[src/rtl/serial_pattern_tx_if.sv]
// Parallel-load handshake plus the serial stream it produces.
// The master loads words and observes the stream; the slave is the transmitter.
interface serial_pattern_tx_if #(
  parameter int WIDTH = 8
);
  logic [WIDTH-1:0] load_data;
  logic             load_valid;
  logic             load_ready;
  logic             dout;
  logic             dout_valid;
  logic             last;

  modport master (
    output load_data, load_valid,
    input  load_ready, dout, dout_valid, last
  );

  modport slave (
    input  load_data, load_valid,
    output load_ready, dout, dout_valid, last
  );
endinterface

[src/rtl/serial_pattern_tx.sv]
// MSB-first serialiser feeding a 1011 detector, with a registered golden
// overlapping-1011 match flag and a saturating match counter.
module serial_pattern_tx #(
  parameter int WIDTH = 8,
  parameter int CNT_W = 8
) (
  input  logic                 clk,
  input  logic                 reset,
  serial_pattern_tx_if.slave   bus,
  output logic                 exp_match,
  output logic [CNT_W-1:0]     match_cnt,
  output logic                 busy
);

  localparam int BC_W = (WIDTH > 2) ? $clog2(WIDTH) : 1;
  localparam logic [BC_W-1:0] LAST_IDX = BC_W'(WIDTH - 1);

  typedef enum logic {IDLE = 1'b0, SHIFT = 1'b1} state_t;

  state_t           state_q, state_d;
  logic [WIDTH-1:0] shift_q, shift_d;
  logic [BC_W-1:0]  bit_cnt_q, bit_cnt_d;
  logic [2:0]       hist_q, hist_d;
  logic             dout_q, dout_d;
  logic             dout_valid_q, dout_valid_d;
  logic             last_q, last_d;
  logic             exp_match_q, exp_match_d;
  logic [CNT_W-1:0] match_cnt_q, match_cnt_d;
  logic             load_ready;
  logic             accept;
  logic             nb;

  // bit_cnt counts bits still to send after the one going out next edge,
  // so a new word can be taken on the same edge that sends the LSB
  assign load_ready = (state_q == IDLE) || (bit_cnt_q == '0);
  assign accept     = bus.load_valid && load_ready;

  always_comb begin
    state_d      = state_q;
    shift_d      = shift_q;
    bit_cnt_d    = bit_cnt_q;
    nb           = 1'b0;
    dout_valid_d = 1'b0;
    last_d       = 1'b0;

    if (state_q == SHIFT) begin
      nb           = shift_q[WIDTH-1];
      dout_valid_d = 1'b1;
      last_d       = (bit_cnt_q == '0);
      shift_d      = shift_q << 1;
      if (bit_cnt_q == '0) begin
        state_d = IDLE;
      end else begin
        bit_cnt_d = bit_cnt_q - BC_W'(1);
      end
    end

    if (accept) begin
      shift_d   = bus.load_data;
      bit_cnt_d = LAST_IDX;
      state_d   = SHIFT;
    end

    // idle cycles shift a 0 into the history, matching the detector's view
    dout_d      = nb;
    exp_match_d = (hist_q == 3'b101) && nb;
    hist_d      = {hist_q[1:0], nb};
    match_cnt_d = match_cnt_q;
    if (exp_match_d && (match_cnt_q != '1)) begin
      match_cnt_d = match_cnt_q + CNT_W'(1);
    end
  end

  always_ff @(posedge clk or negedge reset) begin
    if (!reset) begin
      state_q      <= IDLE;
      shift_q      <= '0;
      bit_cnt_q    <= '0;
      hist_q       <= 3'b000;
      dout_q       <= 1'b0;
      dout_valid_q <= 1'b0;
      last_q       <= 1'b0;
      exp_match_q  <= 1'b0;
      match_cnt_q  <= '0;
    end else begin
      state_q      <= state_d;
      shift_q      <= shift_d;
      bit_cnt_q    <= bit_cnt_d;
      hist_q       <= hist_d;
      dout_q       <= dout_d;
      dout_valid_q <= dout_valid_d;
      last_q       <= last_d;
      exp_match_q  <= exp_match_d;
      match_cnt_q  <= match_cnt_d;
    end
  end

  assign bus.load_ready = load_ready;
  assign bus.dout       = dout_q;
  assign bus.dout_valid = dout_valid_q;
  assign bus.last       = last_q;
  assign exp_match      = exp_match_q;
  assign match_cnt      = match_cnt_q;
  assign busy           = (state_q == SHIFT);

endmodule

[src/flat_wrapper.sv]
// flat-port wrapper written by rule: the top's interface ports become plain ports
module serial_pattern_tx_flat 
#(
  parameter int WIDTH = 8,
  parameter int CNT_W = 8
)
  (clk, reset, exp_match, match_cnt, busy, bus_load_data, bus_load_valid, bus_load_ready, bus_dout, bus_dout_valid, bus_last);
  serial_pattern_tx_if #(.WIDTH(WIDTH)) bus_i ();
  input  logic clk;
  input  logic reset;
  output logic exp_match;
  output logic [CNT_W-1:0] match_cnt;
  output logic busy;
  input wire logic [$bits(bus_i.load_data)-1:0] bus_load_data;
  input wire logic [$bits(bus_i.load_valid)-1:0] bus_load_valid;
  output wire logic [$bits(bus_i.load_ready)-1:0] bus_load_ready;
  output wire logic [$bits(bus_i.dout)-1:0] bus_dout;
  output wire logic [$bits(bus_i.dout_valid)-1:0] bus_dout_valid;
  output wire logic [$bits(bus_i.last)-1:0] bus_last;
  assign bus_i.load_data = bus_load_data;
  assign bus_i.load_valid = bus_load_valid;
  assign bus_load_ready = bus_i.load_ready;
  assign bus_dout = bus_i.dout;
  assign bus_dout_valid = bus_i.dout_valid;
  assign bus_last = bus_i.last;
  serial_pattern_tx #(.WIDTH(WIDTH), .CNT_W(CNT_W)) u_core (.clk(clk), .reset(reset), .bus(bus_i), .exp_match(exp_match), .match_cnt(match_cnt), .busy(busy));
endmodule
[config.mk]
export PLATFORM = sky130hd
export DESIGN_NAME = serial_pattern_tx_flat
export DESIGN_NICKNAME = d
export VERILOG_FILES = /design/src/rtl/serial_pattern_tx_if.sv /design/src/rtl/serial_pattern_tx.sv /design/src/flat_wrapper.sv
export SDC_FILE = /design/constraint.sdc
export NUM_CORES = 1
export LEC_CHECK = 0
export ABC_AREA = 1
export CAP_MARGIN = 20
export CORE_ASPECT_RATIO = 0.9
export CORE_MARGIN = 5
export CORE_UTILIZATION = 35
export CTS_CLUSTER_DIAMETER = 40
export DETAILED_ROUTE_END_ITERATION = 12
export GPL_TIMING_DRIVEN = 0
export HOLD_SLACK_MARGIN = 0.05
export PLACE_DENSITY_LB_ADDON = 0.05
export REMOVE_ABC_BUFFERS = 1
export SLEW_MARGIN = 20
export SYNTH_ARGS = -nofsm -noshare
export SYNTH_HDL_FRONTEND = slang
export SYNTH_SLANG_ARGS = --single-unit
export TNS_END_PERCENT = 1
[constraint.sdc]
create_clock -name clk -period 2.1 [get_ports clk]
set_input_delay 0.63 -clock clk [delete_from_list [all_inputs] [get_ports clk]]
set_output_delay 0.63 -clock clk [all_outputs]
set_load 0.03 [all_outputs]
# Yosys cells after proc, flatten, opt, wreduce, memory -nomap -nowiden
# Cells that the tools add are included.
# W data, S select, Z words.
[op_classes] n_addsub=2 eq_ne=3 n_mux=11 n_bitwise=1 n_reduce_logical=7
[op_table] op="$mux W8" count=2
[op_table] op="$mux W3" count=3
[op_table] op="$add A8 B1 Y8 const B" count=1
[op_table] op="$ne A8 B8 Y1 const B" count=1
[op_table] op="$mux W1" count=6
[op_table] op="$eq A3 B3 Y1 const B" count=1
[op_table] op="$logic_and A1 B1 Y1" count=3
[op_table] op="$logic_not A3 Y1" count=1
[op_table] op="$sub A3 B1 Y3 const B" count=1
[op_table] op="$ne A2 B1 Y1 const B" count=1
[op_table] op="$reduce_and A2 Y1" count=1
[op_table] op="$reduce_bool A2 Y1" count=1
[op_table] op="$logic_or A1 B1 Y1" count=1
[op_table] op="$not A1 Y1" count=1
[totals] reg_bits=27 in_bits=11 out_inout_bits=14 elab_cells=33

# Depth between registers and ports, before layout
# Gate-level depths: netlist (run 1).
[depth] depth_word=5 ltp_mapped=9 depth_no_buf=8

# Least setup slack after synthesis (run 1)
# Ideal clock, no wire load.
[synth_path] path_type="flip-flop to output port" from="reg u_core.bit_cnt_q[0]" to="out bus_load_ready" arrival_ns=1.088 required_ns=1.470 path_slack_ns=0.382 stages_incl_launch_ff=7 n_path_buf=1 cell_sequence="dfrtp_1 -> inv_1 -> ha_1 -> ha_1 -> inv_1 -> nand2_1 -> buf_6"
[synth_between] elab_chain_len=2
[synth_lines] element="start, declared" line="serial_pattern_tx.sv:22" text="logic [BC_W-1:0] bit_cnt_q, bit_cnt_d;"
[synth_lines] element="start signal, assigned" line="serial_pattern_tx.sv:88" text="bit_cnt_q <= bit_cnt_d;"
[synth_lines] element="$logic_not A3 Y1" line="serial_pattern_tx.sv:35" text="assign load_ready = (state_q == IDLE) || (bit_cnt_q == '0);"
[synth_lines] element="$logic_or A1 B1 Y1" line="serial_pattern_tx.sv:35"
[synth_lines] element="end, declared" line="flat_wrapper.sv:16" text="output wire logic [$bits(bus_i.load_ready)-1:0] bus_load_ready;"
# Every way passes these cells.

# Final worst setup path (run 1)
# Same ends and word-level chain as after synthesis.

==> results of run 1 <==
[sequential cells by signal, summed over array words and instances (netlist names)]
name,cells
u_core.bus.dout_valid,1
u_core.bit_cnt_q,3
u_core.bus.last,1
u_core.exp_match,1
u_core.match_cnt,8
u_core.busy,1
u_core.hist_q,3
u_core.shift_q,8
[how the worst min path moves through the flow]
stage	endpoint	depth (start not counted)	start	slack, ns
6_report	u_core.bit_cnt_q[2]	1	reset	0.35
5_1_grt	u_core.bit_cnt_q[1]	1	reset	0.40
4_1_cts	u_core.bit_cnt_q[2]	1	reset	0.36
3_5_place_dp	u_core.hist_q[2]	0	u_core.hist_q[1]	0.38
3_3_place_gp	u_core.hist_q[2]	0	u_core.hist_q[1]	0.36
2_1_floorplan	u_core.bit_cnt_q[0]	0	reset	0.33
[cells in the final DEF (no fill, tap or decap), drive strengths merged]
master and n:
nand2 40, nand3 36, dfrtp 26, clkdlybuf4s50 19, inv 16, nor2 9
buf 6, o21ai 4, clkbuf 3, ha 3, xnor2 2, dlymetal6s2s 2
a21oi 1, clkinv 1, xor2 1, a31oi 1, bufinv 1, dlygate4sd2 1
[metal layers]
metal	vias to the layer above	track usage [%]	part of all wire (%)	wire, µm
met4	0	2.82	0.80	19
li1	517	-	-	-
met3	2	3.95	5.4	129
met1	440	14.4	50	1180
met5	-	0	0	0
met2	19	17.3	44	1050
[logic make-up after synthesis]
family          after synthesis  share of synthesized area, %
compound gates                6                          2.56
xor+xnor                      3                          2.15
fa+ha+maj                     3                          3.08
buf+inv                      19                          6.97
flops                        26                          53.3
simple gates                 85                          31.9
[final cells by class]
class | count | area [µm²] | share of cell area (%)
inverter | 17 | 71.3 | 4.40
tap | 44 | 55.1 | 3.40
sequential | 26 | 651 | 40.1
clock inverter | 1 | 30.0 | 1.85
multi-input combinational | 97 | 503 | 31.0
timing repair buffer | 28 | 270 | 16.7
clock buffer | 3 | 41.3 | 2.55
[per-stage QoR]
| step | total power, mW | cells | hold WS, ns |
|---|---|---|---|
| 5_1_grt | 1.89 | 216 | 0.401 |
| 3_3_place_gp | 1.28 | 208 | 0.364 |
| 4_1_cts | 1.72 | 212 | 0.363 |
| 3_5_place_dp | 1.29 | 208 | 0.382 |
| 2_1_floorplan | 1.09 | 140 | 0.334 |
| 6_report | 1.76 | 216 | 0.347 |
[repair_timing]
| item | 4_1_cts | 5_1_grt |
|---|---|---|
| setup buffers | 0 | 4 |
| pin swaps | 0 | 1 |
| gates resized for setup | 12 | 4 |
| setup endpoints to repair | 2 | 3 |
[worst max-delay path: cells and delay by family, from the launching register on]
kind          cells  cell delay, ns
fa+ha+maj         2            0.39
flops             1            0.38
simple gates      1            0.06
buf+inv           3            0.29
[power by group through the flow]
stage | clock network [mW] | registers (mW) | logic, mW
6_report | 0.403 | 0.734 | 0.624
5_1_grt | 0.441 | 0.754 | 0.696
4_1_cts | 0.422 | 0.730 | 0.571
3_5_place_dp | 0 | 0.737 | 0.556
3_3_place_gp | 0 | 0.734 | 0.547
2_1_floorplan | 0 | 0.801 | 0.288
==> report_table.html, run 1 <==
<table>
<tr><th>Metric</th><th>Value</th></tr>
<tr><th colspan="2">Status</th></tr>
<tr><td>Outcome</td><td>completed</td></tr>
<tr><th colspan="2">Pwr</th></tr>
<tr><td>Net switching power</td><td>0.598 mW</td></tr>
<tr><td>Fraction of power consumed by sequential logic</td><td>41.7%</td></tr>
<tr><td>Comb power frac</td><td>35.4%</td></tr>
<tr><td>LEAKAGE</td><td>0.808 nW</td></tr>
<tr><td>Share of power burned in the clock network</td><td>22.9%</td></tr>
<tr><td>Cell internal power dissipation</td><td>1.16 mW</td></tr>
<tr><td>IR drop worst, VDD</td><td>0.571 mV</td></tr>
<tr><td>Fraction of power spent switching nets</td><td>33.9%</td></tr>
<tr><td>Areal power density over the cells</td><td>1090 mW/mm²</td></tr>
<tr><th colspan="2">Synthesis</th></tr>
<tr><td>Number of cells produced by synthesis</td><td>142</td></tr>
<tr><td>Cell area after synthesis</td><td>0.00122 mm²</td></tr>
<tr><td>Most used flip-flop cell after synthesis</td><td>dfrtp_1</td></tr>
<tr><td>Per-instance average area after synthesis</td><td>8.59 µm²</td></tr>
<tr><td>Post-synthesis cell type with the largest combined area</td><td>dfrtp_1</td></tr>
<tr><td>Sequential share of the synthesized area</td><td>53.3%</td></tr>
<tr><td>Share of synthesized flip-flops with an asynchronous set or reset</td><td>100%</td></tr>
<tr><td>Post-synth top cells</td><td>nand2_1 (37), nand3_1 (36), dfrtp_1 (26), inv_1 (14), nor2_1 (8)</td></tr>
<tr><td>Most frequent cell after synthesis</td><td>nand2_1</td></tr>
<tr><td>Number of synthesized flops with an enable pin</td><td>0</td></tr>
<tr><td>Top cells by area, synth</td><td>dfrtp_1 (53%), nand3_1 (15%), nand2_1 (11%)</td></tr>
<tr><td>Flops &amp; latches, synth</td><td>26</td></tr>
<tr><td>Synth warn</td><td>0</td></tr>
<tr><td>Synth unique cells</td><td>19</td></tr>
<tr><td>Share of Yosys cell area claimed by the top area cell type</td><td>53.3%</td></tr>
<tr><th colspan="2">STA</th></tr>
<tr><td>Worst-Margin Slew</td><td>0.571 ns</td></tr>
<tr><td>Sum Neg Setup Slack</td><td>0 ns</td></tr>
<tr><td>Part of the cycle the worst path needs</td><td>97.0%</td></tr>
<tr><td>Final slew viol count</td><td>0</td></tr>
<tr><td>Headroom to the max-slew limit</td><td>61.9%</td></tr>
<tr><td>Worst setup margin</td><td>0.0631 ns</td></tr>
<tr><td>Post-layout min period</td><td>2.04 ns</td></tr>
<tr><td>Worst clock skew</td><td>0.00275 ns</td></tr>
<tr><td>Achievable frequency</td><td>491 MHz</td></tr>
<tr><td>Number of failing setup endpoints in the final timing report</td><td>0</td></tr>
<tr><td>Final number of hold-violating endpoints</td><td>0</td></tr>
<tr><th colspan="2">Global route</th></tr>
<tr><td>Via count of the first global-routing pass</td><td>929</td></tr>
<tr><td>Overall global routing resource usage</td><td>11.0%</td></tr>
<tr><td>Maximum number of pins on one net before global-route repair</td><td>27</td></tr>
<tr><td>Wire length of the first global-routing pass</td><td>4110 µm</td></tr>
<tr><td>Global-route congestion overflow total</td><td>0</td></tr>
<tr><td>Initial antenna violation count</td><td>0</td></tr>
<tr><th colspan="2">Route</th></tr>
<tr><td>Length of the first detailed-routing pass in iterations</td><td>4</td></tr>
<tr><td>Vias per cell</td><td>4.53</td></tr>
<tr><td>Routed Wire Length</td><td>2380 µm</td></tr>
<tr><td>Post-route ant nets</td><td>0</td></tr>
<tr><td>Iter 0 DRT Violations</td><td>56</td></tr>
<tr><td>Vias after detailed routing</td><td>978</td></tr>
<tr><td>DRC errors left</td><td>0</td></tr>
<tr><td>Detailed-route wire length per cell</td><td>11.0 µm</td></tr>
<tr><th colspan="2">Floorplanning</th></tr>
<tr><td>Area of the core region</td><td>0.00338 mm²</td></tr>
<tr><td>Io pins</td><td>25</td></tr>
<tr><td>Die X-Extent</td><td>72.2 µm</td></tr>
<tr><td>Die Outline Area</td><td>0.00477 mm²</td></tr>
<tr><td>Std-Cell Rows</td><td>20</td></tr>
<tr><td>Initial core utilization</td><td>36.1%</td></tr>
<tr><td>DIE HEIGHT</td><td>66.0 µm</td></tr>
<tr><th colspan="2">Clock tree</th></tr>
<tr><td>Maximum number of buffers from clock root to sink</td><td>2</td></tr>
<tr><td>Clock latency on the worst-skew pair</td><td>0.26 ns</td></tr>
<tr><td>Clock buffer count from CTS</td><td>3</td></tr>
<tr><td>Hold Buf Count CTS</td><td>0</td></tr>
<tr><td>TritonCTS clock tree</td><td>built</td></tr>
<tr><td>Clock-pin transition on the worst setup and hold timing paths</td><td>0.09 ns</td></tr>
<tr><td>Sinks on the clock net</td><td>26</td></tr>
<tr><td>H-tree Lvls</td><td>1</td></tr>
<tr><td>Root buffer selected by CTS</td><td>clkbuf_8</td></tr>
<tr><th colspan="2">Placement</th></tr>
<tr><td>DP Area</td><td>0.00149 mm²</td></tr>
<tr><td>Weighted congestion reported at the end of routability-driven placement</td><td>0.790</td></tr>
<tr><td>Placement Setup Slack</td><td>-0.434 ns</td></tr>
<tr><td>Half-perimeter wire length after placement</td><td>1680 µm</td></tr>
<tr><td>IO Port Bufs</td><td>24</td></tr>
<tr><th colspan="2">Final layout</th></tr>
<tr><td>Fraction of layout instances using a drive strength above 1</td><td>11.6%</td></tr>
<tr><td>Layout fillers</td><td>346</td></tr>
<tr><td>Area growth from synthesis to final layout</td><td>32.9%</td></tr>
<tr><td>Core Util, Final</td><td>48.0%</td></tr>
<tr><td>Diode insertion count for antenna repair</td><td>0</td></tr>
<tr><td>Count of nets after finishing</td><td>187</td></tr>
<tr><td>Final Instance Area</td><td>0.00162 mm²</td></tr>
<tr><th colspan="2">Worst setup path</th></tr>
<tr><td>Reg-to-reg critical path startpoint</td><td>u_core.bit_cnt_q[0]</td></tr>
<tr><td>Register-to-Register Path Depth</td><td>9</td></tr>
<tr><td>Register-to-register setup slack</td><td>0.52 ns</td></tr>
<tr><td>WP data required</td><td>1.47 ns</td></tr>
<tr><td>Data arrival time at the worst-slack endpoint</td><td>1.41 ns</td></tr>
<tr><td>Cell chain of the critical path</td><td>inv_1 &gt; ha_1 &gt; ha_2 &gt; inv_4 &gt; nand2_8 &gt; buf_6</td></tr>
<tr><td>Slowest library cell on the worst path</td><td>dfrtp_1</td></tr>
<tr><td>Critical Path Source Type</td><td>flip-flop</td></tr>
<tr><td>Worst Setup End Kind</td><td>primary output</td></tr>
<tr><td>Worst setup path end</td><td>bus_load_ready</td></tr>
<tr><td>Crit Reg-Reg Endpoint</td><td>u_core.shift_q[4]</td></tr>
<tr><td>Setup crit start</td><td>u_core.bit_cnt_q[0]</td></tr>
<tr><td>Delay of the slowest critical-path stage</td><td>0.38 ns</td></tr>
<tr><td>Critical path class</td><td>reg2out</td></tr>
<tr><td>CP Max Fanout</td><td>6</td></tr>
<tr><th colspan="2">Hold path</th></tr>
<tr><td>Path category of the worst min-delay check</td><td>in2async</td></tr>
<tr><th colspan="2">Run</th></tr>
<tr><td>Number of max-cap violations</td><td>0</td></tr>
</table>
Note: power is estimated with default switching activity, not from simulation.
==> run 2, diff against run 1 <==
Settings changed: CORE_UTILIZATION 35 to 50.
==> run 2 against run 1 <==
Sequential power barely moved. Global-route usage rose by 4.2 points. Design area fell by 3.4%. Core utilization increased by 17 points. Sequential cell count unchanged. First-iteration DRC count grew 32%. Non-clock buffer count decreased by 1. Critical path type unchanged. Largest power group unchanged.
==> report_table.html, run 2 (synthesis gave the netlist of run 1 again) <==
<table>
<tr><th>Metric</th><th>Value</th></tr>
<tr><th colspan="2">STA</th></tr>
<tr><td>Achievable frequency</td><td>490 MHz</td></tr>
<tr><td>Number of failing setup endpoints in the final timing report</td><td>0</td></tr>
<tr><td>Worst clock skew</td><td>0.00476 ns</td></tr>
<tr><td>Final slew viol count</td><td>0</td></tr>
<tr><td>Unrepaired setup endpoints after global routing</td><td>yes</td></tr>
<tr><td>Headroom to the max-slew limit</td><td>62.4%</td></tr>
<tr><td>Post-layout min period</td><td>2.04 ns</td></tr>
<tr><td>Sum Neg Setup Slack</td><td>0 ns</td></tr>
<tr><td>Part of the cycle the worst path needs</td><td>97.1%</td></tr>
<tr><td>Final number of hold-violating endpoints</td><td>0</td></tr>
<tr><td>Final-layout worst hold slack</td><td>0.287 ns</td></tr>
<tr><td>Worst-Margin Slew</td><td>0.564 ns</td></tr>
<tr><th colspan="2">Clock tree</th></tr>
<tr><td>TritonCTS clock tree</td><td>built</td></tr>
<tr><td>Clock buffer count from CTS</td><td>3</td></tr>
<tr><td>H-tree Lvls</td><td>1</td></tr>
<tr><td>Clock latency on the worst-skew pair</td><td>0.31 ns</td></tr>
<tr><td>Root buffer selected by CTS</td><td>clkbuf_4</td></tr>
<tr><td>Clock-pin transition on the worst setup and hold timing paths</td><td>0.13 ns</td></tr>
<tr><td>Sinks on the clock net</td><td>26</td></tr>
<tr><td>Maximum number of buffers from clock root to sink</td><td>2</td></tr>
<tr><th colspan="2">Floorplanning</th></tr>
<tr><td>Io pins</td><td>25</td></tr>
<tr><td>Die Outline Area</td><td>0.00353 mm²</td></tr>
<tr><td>DIE HEIGHT</td><td>56.9 µm</td></tr>
<tr><td>Area of the core region</td><td>0.00240 mm²</td></tr>
<tr><td>Std-Cell Rows</td><td>17</td></tr>
<tr><td>Initial core utilization</td><td>50.8%</td></tr>
<tr><td>Die X-Extent</td><td>62.1 µm</td></tr>
<tr><th colspan="2">Global route</th></tr>
<tr><td>Overall global routing resource usage</td><td>15.3%</td></tr>
<tr><td>Initial antenna violation count</td><td>0</td></tr>
<tr><td>Wire length of the first global-routing pass</td><td>4150 µm</td></tr>
<tr><td>Maximum number of pins on one net before global-route repair</td><td>27</td></tr>
<tr><td>Global-route congestion overflow total</td><td>0</td></tr>
<tr><td>Via count of the first global-routing pass</td><td>988</td></tr>
<tr><th colspan="2">Route</th></tr>
<tr><td>Detailed-route wire length per cell</td><td>12.0 µm</td></tr>
<tr><td>Iter 0 DRT Violations</td><td>74</td></tr>
<tr><td>Post-route ant nets</td><td>0</td></tr>
<tr><td>Length of the first detailed-routing pass in iterations</td><td>4</td></tr>
<tr><td>Vias per cell</td><td>5.18</td></tr>
<tr><td>Vias after detailed routing</td><td>1025</td></tr>
<tr><td>DRC errors left</td><td>0</td></tr>
<tr><td>Routed Wire Length</td><td>2380 µm</td></tr>
<tr><th colspan="2">Status</th></tr>
<tr><td>Outcome</td><td>completed</td></tr>
<tr><th colspan="2">Worst setup path</th></tr>
<tr><td>Number of cells on the critical path</td><td>6</td></tr>
<tr><td>Data arrival time at the worst-slack endpoint</td><td>1.41 ns</td></tr>
<tr><td>Crit-path leading delay family</td><td>flip-flops</td></tr>
<tr><td>CP Max Fanout</td><td>8</td></tr>
<tr><td>Critical Path Source Type</td><td>flip-flop</td></tr>
<tr><td>Cell chain of the critical path</td><td>inv_1 &gt; ha_2 &gt; ha_4 &gt; inv_4 &gt; nand2_8 &gt; buf_6</td></tr>
<tr><td>Slowest library cell on the worst path</td><td>dfrtp_1</td></tr>
<tr><td>Delay of the slowest critical-path stage</td><td>0.40 ns</td></tr>
<tr><td>WP data required</td><td>1.47 ns</td></tr>
<tr><td>Critical path class</td><td>reg2out</td></tr>
<tr><td>Worst Setup End Kind</td><td>primary output</td></tr>
<tr><td>Register-to-Register Path Depth</td><td>9</td></tr>
<tr><td>Buffering stage count on the worst path with inverters included</td><td>3</td></tr>
<tr><th colspan="2">Final layout</th></tr>
<tr><td>Fraction of layout instances using a drive strength above 1</td><td>11.8%</td></tr>
<tr><td>Diode insertion count for antenna repair</td><td>0</td></tr>
<tr><td>Count of nets after finishing</td><td>186</td></tr>
<tr><td>Area growth from synthesis to final layout</td><td>28.4%</td></tr>
<tr><td>Commonest cells after routing, fill and taps aside</td><td>nand3_1 (36), nand2_1 (36), dfrtp_1 (25), inv_1 (13), clkdlybuf4s50_1 (13)</td></tr>
<tr><th colspan="2">Placement</th></tr>
<tr><td>Half-perimeter wire length after placement</td><td>1700 µm</td></tr>
<tr><td>Weighted congestion reported at the end of routability-driven placement</td><td>0.793</td></tr>
<tr><td>IO Port Bufs</td><td>24</td></tr>
<tr><th colspan="2">Pwr</th></tr>
<tr><td>IR drop worst, VDD</td><td>0.724 mV</td></tr>
<tr><td>LEAKAGE</td><td>0.858 nW</td></tr>
<tr><td>Areal power density over the cells</td><td>1010 mW/mm²</td></tr>
<tr><th colspan="2">Run</th></tr>
<tr><td>Number of max-cap violations</td><td>0</td></tr>
<tr><th colspan="2">Hold path</th></tr>
<tr><td>Path category of the worst min-delay check</td><td>in2async</td></tr>
</table>
[run 2: report_power, final]
| part | switching [mW] | internal (mW) |
|---|---|---|
| registers | 0.0977 | 0.636 |
| logic | 0.367 | 0.280 |
| clock network | 0.139 | 0.0671 |
| total | 0.604 | 0.984 |
[run 2: stage by stage]
stage	power, mW	utilization (%)	instance area [µm²]	std cells	setup slack (ns)
2_1_floorplan	1.09	-	1200	140	0.302
3_3_place_gp	1.27	61.5	1480	192	-0.393
3_5_place_dp	1.29	61.3	1470	192	-0.398
4_1_cts	1.52	62.6	1500	195	-0.0504
5_1_grt	1.71	65.2	1570	198	-0.00680
6_report	1.59	65.2	1570	198	0.0609
[run 2: per-layer routing]
layer	vias to the layer above	global-route usage, %	share of wire (%)	wire length [µm]
li1	518	-	-	-
met1	483	18.5	43	1020
met2	22	26.8	51	1220
met3	2	4.37	5.5	132
met4	0	1.82	0.59	14
met5	-	0	0	0
[run 2: timing repair]
| item | in CTS | in global routing |
|---|---|---|
| buffers inserted | 0 | 3 |
| gates resized for setup | 14 | 11 |
| cloned | 0 | 0 |
| pin swaps | 0 | 1 |
| endpoints found under the setup margin | 4 | 7 |
| hold buffers | 0 | 0 |
[run 2: worst register-to-register path, cell delays in order (launching register included)]
cell and delay, ns:
dfrtp_1 0.42, inv_1 0.07, ha_2 0.19, ha_4 0.15, inv_4 0.05, nand2_8 0.07
buf_4 0.13, nand2_1 0.14, nand3_1 0.12, nand3_1 0.07
[run 2: path summary, 6_finish.rpt]
kind | startpoint | end | slack [ns]
worst min register to register | u_core.hist_q[1] | u_core.hist_q[2] | 0.39
max in group asynchronous | reset | u_core.busy | 1.42
min in group clk | u_core.hist_q[1] | u_core.hist_q[2] | 0.39
worst max register to register | u_core.bit_cnt_q[0] | u_core.shift_q[7] | 0.58
worst min-delay path | reset | u_core.bus.last | 0.29
worst max-delay path | u_core.bit_cnt_q[0] | bus_load_ready | 0.06
[run 2: area by class of cell]
cell class | instances | area, µm²
Clock buffer | 3 | 22.5
Tap cell | 28 | 35.0
Timing Repair Buffer | 27 | 270
Inverter | 17 | 71.3
Multi-Input combinational cell | 97 | 515
Sequential cell | 26 | 652
Fill cell | 214 | 837
